### config.mk
export PLATFORM = sky130hd
export DESIGN_NAME = axis_bitrate
export DESIGN_NICKNAME = d
export VERILOG_FILES = /design/src/rtl/axis_bitrate_pkg.sv /design/src/rtl/axis_bitrate_sat_cnt.sv /design/src/rtl/axis_bitrate.sv
export SDC_FILE = /design/constraint.sdc
export NUM_CORES = 1
export LEC_CHECK = 0
export ABC_AREA = 0
export BUFFER_PORTS_ARGS = -buffer_cell sky130_fd_sc_hd__buf_2
export CORE_AREA = 2 2 58 114
export DETAILED_ROUTE_END_ITERATION = 16
export DIE_AREA = 0 0 60 116
export PLACE_DENSITY = 0.78
export RECOVER_POWER = 25
export SLEW_MARGIN = 20
export SYNTH_ARGS = -nofsm -noshare
export SYNTH_HDL_FRONTEND = slang
export SYNTH_SLANG_ARGS = --single-unit
### constraint.sdc
create_clock -name i_clk -period 3.34 [get_ports i_clk]
set_input_delay 0.334 -clock i_clk [delete_from_list [all_inputs] [get_ports i_clk]]
set_output_delay 0.334 -clock i_clk [all_outputs]
set_load 0.02 [all_outputs]
### src/rtl/axis_bitrate_pkg.sv
// rtl/axis_bitrate_pkg.sv - shared state type and saturation helper for the axis_bitrate monitor
package axis_bitrate_pkg;

    typedef enum logic {
        IDLE  = 1'b0,
        COUNT = 1'b1
    } state_t;

    // All-ones value of the given width (widths up to 64).
    function automatic logic [63:0] sat_value(input int unsigned width);
        return {64{1'b1}} >> (64 - width);
    endfunction

endpackage

### src/rtl/axis_bitrate_sat_cnt.sv
// rtl/axis_bitrate_sat_cnt.sv - saturating counter with clear, load-one and increment controls
module axis_bitrate_sat_cnt
    import axis_bitrate_pkg::*;
#(
    parameter int WIDTH = 32
) (
    input  logic             clk,
    input  logic             rst_n,
    input  logic             clear,
    input  logic             load_one,
    input  logic             incr,
    output logic [WIDTH-1:0] count,
    output logic [WIDTH-1:0] count_inc
);

    localparam logic [WIDTH-1:0] SAT = WIDTH'(sat_value(WIDTH));

    // count_inc is the value a publish would report if this cycle also counts.
    assign count_inc = (count == SAT) ? SAT : count + WIDTH'(1);

    always_ff @(posedge clk or negedge rst_n) begin
        if (!rst_n) begin
            count <= '0;
        end else if (clear) begin
            count <= '0;
        end else if (load_one) begin
            count <= WIDTH'(1);
        end else if (incr) begin
            count <= count_inc;
        end
    end

endmodule

### src/rtl/axis_bitrate.sv
// rtl/axis_bitrate.sv - passive AXI-Stream packet length monitor; AXIS_BITRATE_CYCLES_EN adds o_cycles
module axis_bitrate
    import axis_bitrate_pkg::*;
#(
    parameter int DATA_WIDTH = 32
) (
    input  logic                  i_clk,
    input  logic                  i_rst_n,
    input  logic                  i_en,
    input  logic                  i_valid,
    input  logic                  i_ready,
    input  logic                  i_last,
    output logic [DATA_WIDTH-1:0] o_bit_rate,
`ifdef AXIS_BITRATE_CYCLES_EN
    output logic [DATA_WIDTH-1:0] o_cycles,
`endif
    output logic                  o_bit_rate_valid
);

    state_t state_q;
    state_t state_d;

    logic beat;
    logic pkt_end;
    logic cnt_clear;
    logic first_beat;
    logic more_beat;

    logic [DATA_WIDTH-1:0] beat_cnt;
    logic [DATA_WIDTH-1:0] beat_inc;
    logic [DATA_WIDTH-1:0] beat_pub;

    assign beat       = i_en & i_valid & i_ready;
    assign pkt_end    = beat & i_last;
    assign cnt_clear  = ~i_en | pkt_end;
    assign first_beat = beat & ~i_last & (state_q == IDLE);
    assign more_beat  = beat & ~i_last & (state_q == COUNT);
    assign beat_pub   = (state_q == IDLE) ? DATA_WIDTH'(1) : beat_inc;

    always_ff @(posedge i_clk or negedge i_rst_n) begin
        if (!i_rst_n) begin
            state_q <= IDLE;
        end else begin
            state_q <= state_d;
        end
    end

    always_comb begin
        state_d = state_q;
        case (state_q)
            IDLE:    if (beat && !i_last) state_d = COUNT;
            COUNT:   if (pkt_end)         state_d = IDLE;
            default: state_d = IDLE;
        endcase
        // Disable discards any open packet.
        if (!i_en) begin
            state_d = IDLE;
        end
    end

    axis_bitrate_sat_cnt #(
        .WIDTH(DATA_WIDTH)
    ) u_beat_cnt (
        .clk       (i_clk),
        .rst_n     (i_rst_n),
        .clear     (cnt_clear),
        .load_one  (first_beat),
        .incr      (more_beat),
        .count     (beat_cnt),
        .count_inc (beat_inc)
    );

`ifdef AXIS_BITRATE_CYCLES_EN
    logic                  cyc_incr;
    logic [DATA_WIDTH-1:0] cyc_cnt;
    logic [DATA_WIDTH-1:0] cyc_inc;
    logic [DATA_WIDTH-1:0] cyc_pub;

    // Every cycle of an open packet counts, whether or not it carries a beat.
    assign cyc_incr = i_en & (state_q == COUNT) & ~pkt_end;
    assign cyc_pub  = (state_q == IDLE) ? DATA_WIDTH'(1) : cyc_inc;

    axis_bitrate_sat_cnt #(
        .WIDTH(DATA_WIDTH)
    ) u_cyc_cnt (
        .clk       (i_clk),
        .rst_n     (i_rst_n),
        .clear     (cnt_clear),
        .load_one  (first_beat),
        .incr      (cyc_incr),
        .count     (cyc_cnt),
        .count_inc (cyc_inc)
    );

    always_ff @(posedge i_clk or negedge i_rst_n) begin
        if (!i_rst_n) begin
            o_bit_rate       <= '0;
            o_cycles         <= '0;
            o_bit_rate_valid <= 1'b0;
        end else begin
            o_bit_rate_valid <= pkt_end;
            if (pkt_end) begin
                o_bit_rate <= beat_pub;
                o_cycles   <= cyc_pub;
            end
        end
    end
`else
    always_ff @(posedge i_clk or negedge i_rst_n) begin
        if (!i_rst_n) begin
            o_bit_rate       <= '0;
            o_bit_rate_valid <= 1'b0;
        end else begin
            o_bit_rate_valid <= pkt_end;
            if (pkt_end) begin
                o_bit_rate <= beat_pub;
            end
        end
    end
`endif

    logic unused_cnt;
    assign unused_cnt = ^beat_cnt;

endmodule

After elaboration in Yosys (flattened, before gate mapping) --
Index checks and enable logic that the tools add are counted.
Storage, ports and cells: word-level logic and storage cells 28, output and inout port bits 33, input port bits 6, register bits after elaboration 66
Operators by class: reductions and logical operators 3, muxes and demuxes 9, bitwise operators 10, $add $sub $neg 1, eq/ne operators 1
Operators by type and width (count):
- $mux W32 | 5
- $add A32 B1 Y32 const B | 1
- $eq A32 B32 Y1 const B | 1
- $and A1 B1 Y1 | 6
- $mux W1 | 3
- $not A1 Y1 | 3
- $reduce_bool A3 Y1 | 1
- $pmux W1 S2 | 1
- $logic_and A1 B1 Y1 | 1
- $logic_not A1 Y1 | 1
- $or A1 B1 Y1 | 1

Logic depth before layout (Yosys ltp) --
depth after elaboration 7, depth in mapped cells 8, depth with buffers taken out 7

By module --
A second synthesis with hierarchy kept.
Second synthesis, totals: cell total of the unflattened synthesis 428, area, all modules 3881.2 um^2
Modules (own cells, without submodules):
- axis_bitrate_sat_cnt | area an instance 2317.2 um^2, times used 1, cells each 282, sequential area each 800.8 um^2
- axis_bitrate | area an instance 1564.0 um^2, times used 1, cells each 146, sequential area each 850.8 um^2

Worst setup path after synthesis --
No wires, ideal clock.
path kind register -> register, start register u_beat_cnt.count[9], end register u_beat_cnt.count[31], data required time 3.269 ns, stages on the path, launching flop included 7, arrival time 1.940 ns, path slack 1.330 ns, clock period less this slack 2.010 ns, buffers on the path 1, cell sequence dfrtp_1 -> buf_2 -> nand3_4 -> or4_1 -> or4_4 -> or3_1 -> nand4_1
On the way: longest elaborated chain between the ends 5, elaborated cells on any way between the ends 6, classes of those cells add/sub (1); eq/ne (1); mux (4)
Ends and longest elaborated chain:
- start, declared | line axis_bitrate_sat_cnt.sv:12 | output logic [WIDTH-1:0] count,
- start signal, assigned | line axis_bitrate_sat_cnt.sv:29 | count <= count_inc;
- $add A32 B1 Y32 or $eq A32 B32 Y1 (tied branches) | line axis_bitrate_sat_cnt.sv:19 | assign count_inc = (count == SAT) ? SAT : count + WIDTH'(1);
- $mux W32 * | line axis_bitrate_sat_cnt.sv:19
- $mux W32 * | line axis_bitrate_sat_cnt.sv:28 | end else if (incr) begin
- $mux W32 * | line axis_bitrate_sat_cnt.sv:26 | end else if (load_one) begin
- $mux W32 * | line axis_bitrate_sat_cnt.sv:24 | end else if (clear) begin
Every way passes the cells marked *; elsewhere a longest branch is shown, timed or not. The select of a mux whose other input is x is not followed. A chain may end at the register's enable or synchronous reset.

Worst setup path after layout --
start register u_beat_cnt.count[0], end register u_beat_cnt.count[0]
The elaborated chain is that of the path after synthesis.

==> metrics <==
status finished with violations; failing checks capacitance limit, slew limit; Min Hold Slack 272 ps; logic gate share of total power 5.1%; Clock Skew 7.35 ps; post-synth cell types 45; nets@finish 482; Ports 39; CTS Buf Count 9; Power Dens Cells 435 nW/um^2; DR vias 3480; cell-internal power 1.44 mW; initial antenna violation count 0; worst slew pin tran 1810 ps; hpwl dp 6730 microns; Max-cap violations 1; Crit path required time 3570 ps; WL final 9820 microns; Slew headroom -20.9%; final slew viol count 33; final core utilization 70.3%; switching fraction of total power 22.2%; clk root buf clkbuf_16; vias per inst 6.17; RSZ-0062 raised after global routing no; vias in the first global route 3416; Arr. time, crit path 2800 ps; share of power burned in registers 44.4%; total power 1.85 mW; area of the die 6960 sq um; Leak 1.96 nW; Post-CTS Hold Fix Bufs 0; top-area cell type share of the netlist area 44.6%; final cell count without fillers 564; initial core utilization 61.1%; Fmax 388 MHz; final RePlAce weighted congestion 0.943; PnR worst setup slack 765 ps; Die Y-Extent 116 microns; WS Path Type register to register; placed insts 548; CTS tree built; DR WL/cell 17.4 microns; cell count after synthesis 448; share of synthesized area occupied by flip-flops and latches 44.6%; Synth Register Bits 66; overall routing resource usage 31.3%; number of gates resized after cts 0; top-count cell post-synth nand2_1; Final setup viols 0; setup TNS 0 ps; worst hold path type input pin to register; ys flop type dfrtp_1; Post-synth ARST share 100%; synthesized net count 455; min Tclk post-route 2570 ps; Place WS 743 ps; synth top area cells dfrtp_1 (45%), o21ai_0 (9.3%), nand2_1 (8.1%); CTS sink cnt 66; top post-synthesis cells by count nand2_1 (80), o21ai_0 (69), dfrtp_1 (66); Skew-Pair Late Insertion Delay 340 ps; post-route cell area 4260 sq um; Tcrit/Tclk final 77.1%; placed cell areas 3960 sq um; DRT Pass-1 Iters 5; Final ANT Viol Nets 0; Critical Path Fanout Max 12; r2r setup slk 770 ps; layout cells sized above 1 14.6%; Critical Path End Type register; IO buf count 38; Clock power frac 50.5%; CTS Buffer Depth 2; crit path launch type register; synth warn 0; largest area contributor in the netlist dfrtp_1; Syn Area/Cell 8.26 sq um; Core Rows 40; first-pass GRT wire length 16200 microns; Syn Std Cell Area 3700 sq um; area delta synth->final 15.0%; Core Box Area 6060 sq um; Sw Pwr 0.411 mW; antenna cells 0; Initial DRC Count 253; Post-synth EDFFs 0; largest net degree at the start of global routing 36; Die Wd 60 microns; fillers 490; Max IR drop VDD 0.359 mV; DRC violations left 0; GRT overflow 0; Fin. Hold Viols 0; H-tree Lvls 3; Reg clk slew, reported paths 50 ps; Post-CTS Setup Bufs 0
## cell families (layout without fill, tap and decap cells)
family                     count (synthesis)  after routing  share of synthesized area, %
and+or+nand+nor                          187            187                          25.0
xor gates and xnor gates                  18             18                          4.26
DFF                                       66             66                          44.6
muxes                                      2              2                         0.541
buffers and inverters                     46             78                          4.93
AOI/OAI and AO/OA                        128            128                          20.3
adders and majority gates                  1              1                         0.338
## power groups by stage
stage	Sequential (mW)	Combinational (mW)	Clock, mW
after floorplan	0.851	0.0323	0
after global placement	0.836	0.0937	0
after detailed placement	0.837	0.0954	0
after CTS	0.823	0.0957	0.944
after global routing	0.825	0.104	0.981
final	0.823	0.0938	0.936
## layout make-up
class / count / area (sq um) / share of cell area [%]
inverters: 14 / 52.6 / 1.23
clock inverters: 1 / 5.00 / 0.118
clock buffers: 15 / 298 / 7.00
flip-flops and latches: 66 / 1650 / 38.8
multi-input cells: 336 / 1880 / 44.3
well taps: 84 / 105 / 2.47
repair buffers: 48 / 260 / 6.11
## layout by cell type, fill, tap and decap left out, types with 7 or more instances in the layout
cell       instances
a21oi_1           18
a31oi_1            9
buf_2             36
buf_4              9
clkbuf_16          9
dfrtp_1           66
inv_1             14
nand2_1           80
nand3_1           18
nand4_1           14
nor2_1            21
nor3_1            13
nor4_1             7
o21ai_0           69
or3_1              7
xnor2_1           11
xor2_1             7
## metal layers
layer	global-route usage (%)	share of wire, %
met1	34.9	37
met2	52.2	54
met3	7.25	6.0
met4	18.8	3.3
met5	0	0
## flip-flops by register name, summed over array words and instances, names as in the netlist
| name | flops |
|---|---|
| state_q | 1 |
| u_beat_cnt.count | 32 |
| o_bit_rate_valid | 1 |
| o_bit_rate | 32 |
## critical path, cell delays in order (launching register included)
cell	delay (ps)
dfrtp_1	400
ha_1	280
and4_1	270
nand4_1	430
or3_1	600
and3_1	230
o41ai_1	250
## final timing paths
check / startpoint / endpoint / cells after the start
max: u_beat_cnt.count[0] / u_beat_cnt.count[0] / 6
min: i_last / u_beat_cnt.count[0] / 2
max reg2reg: u_beat_cnt.count[0] / u_beat_cnt.count[0] / 6
min reg2reg: o_bit_rate[9] / o_bit_rate[9] / 2
max in group asynchronous: i_rst_n / u_beat_cnt.count[22] / 2
min in group asynchronous: i_rst_n / o_bit_rate[13] / 1
Power figures use the tool's default switching activity.
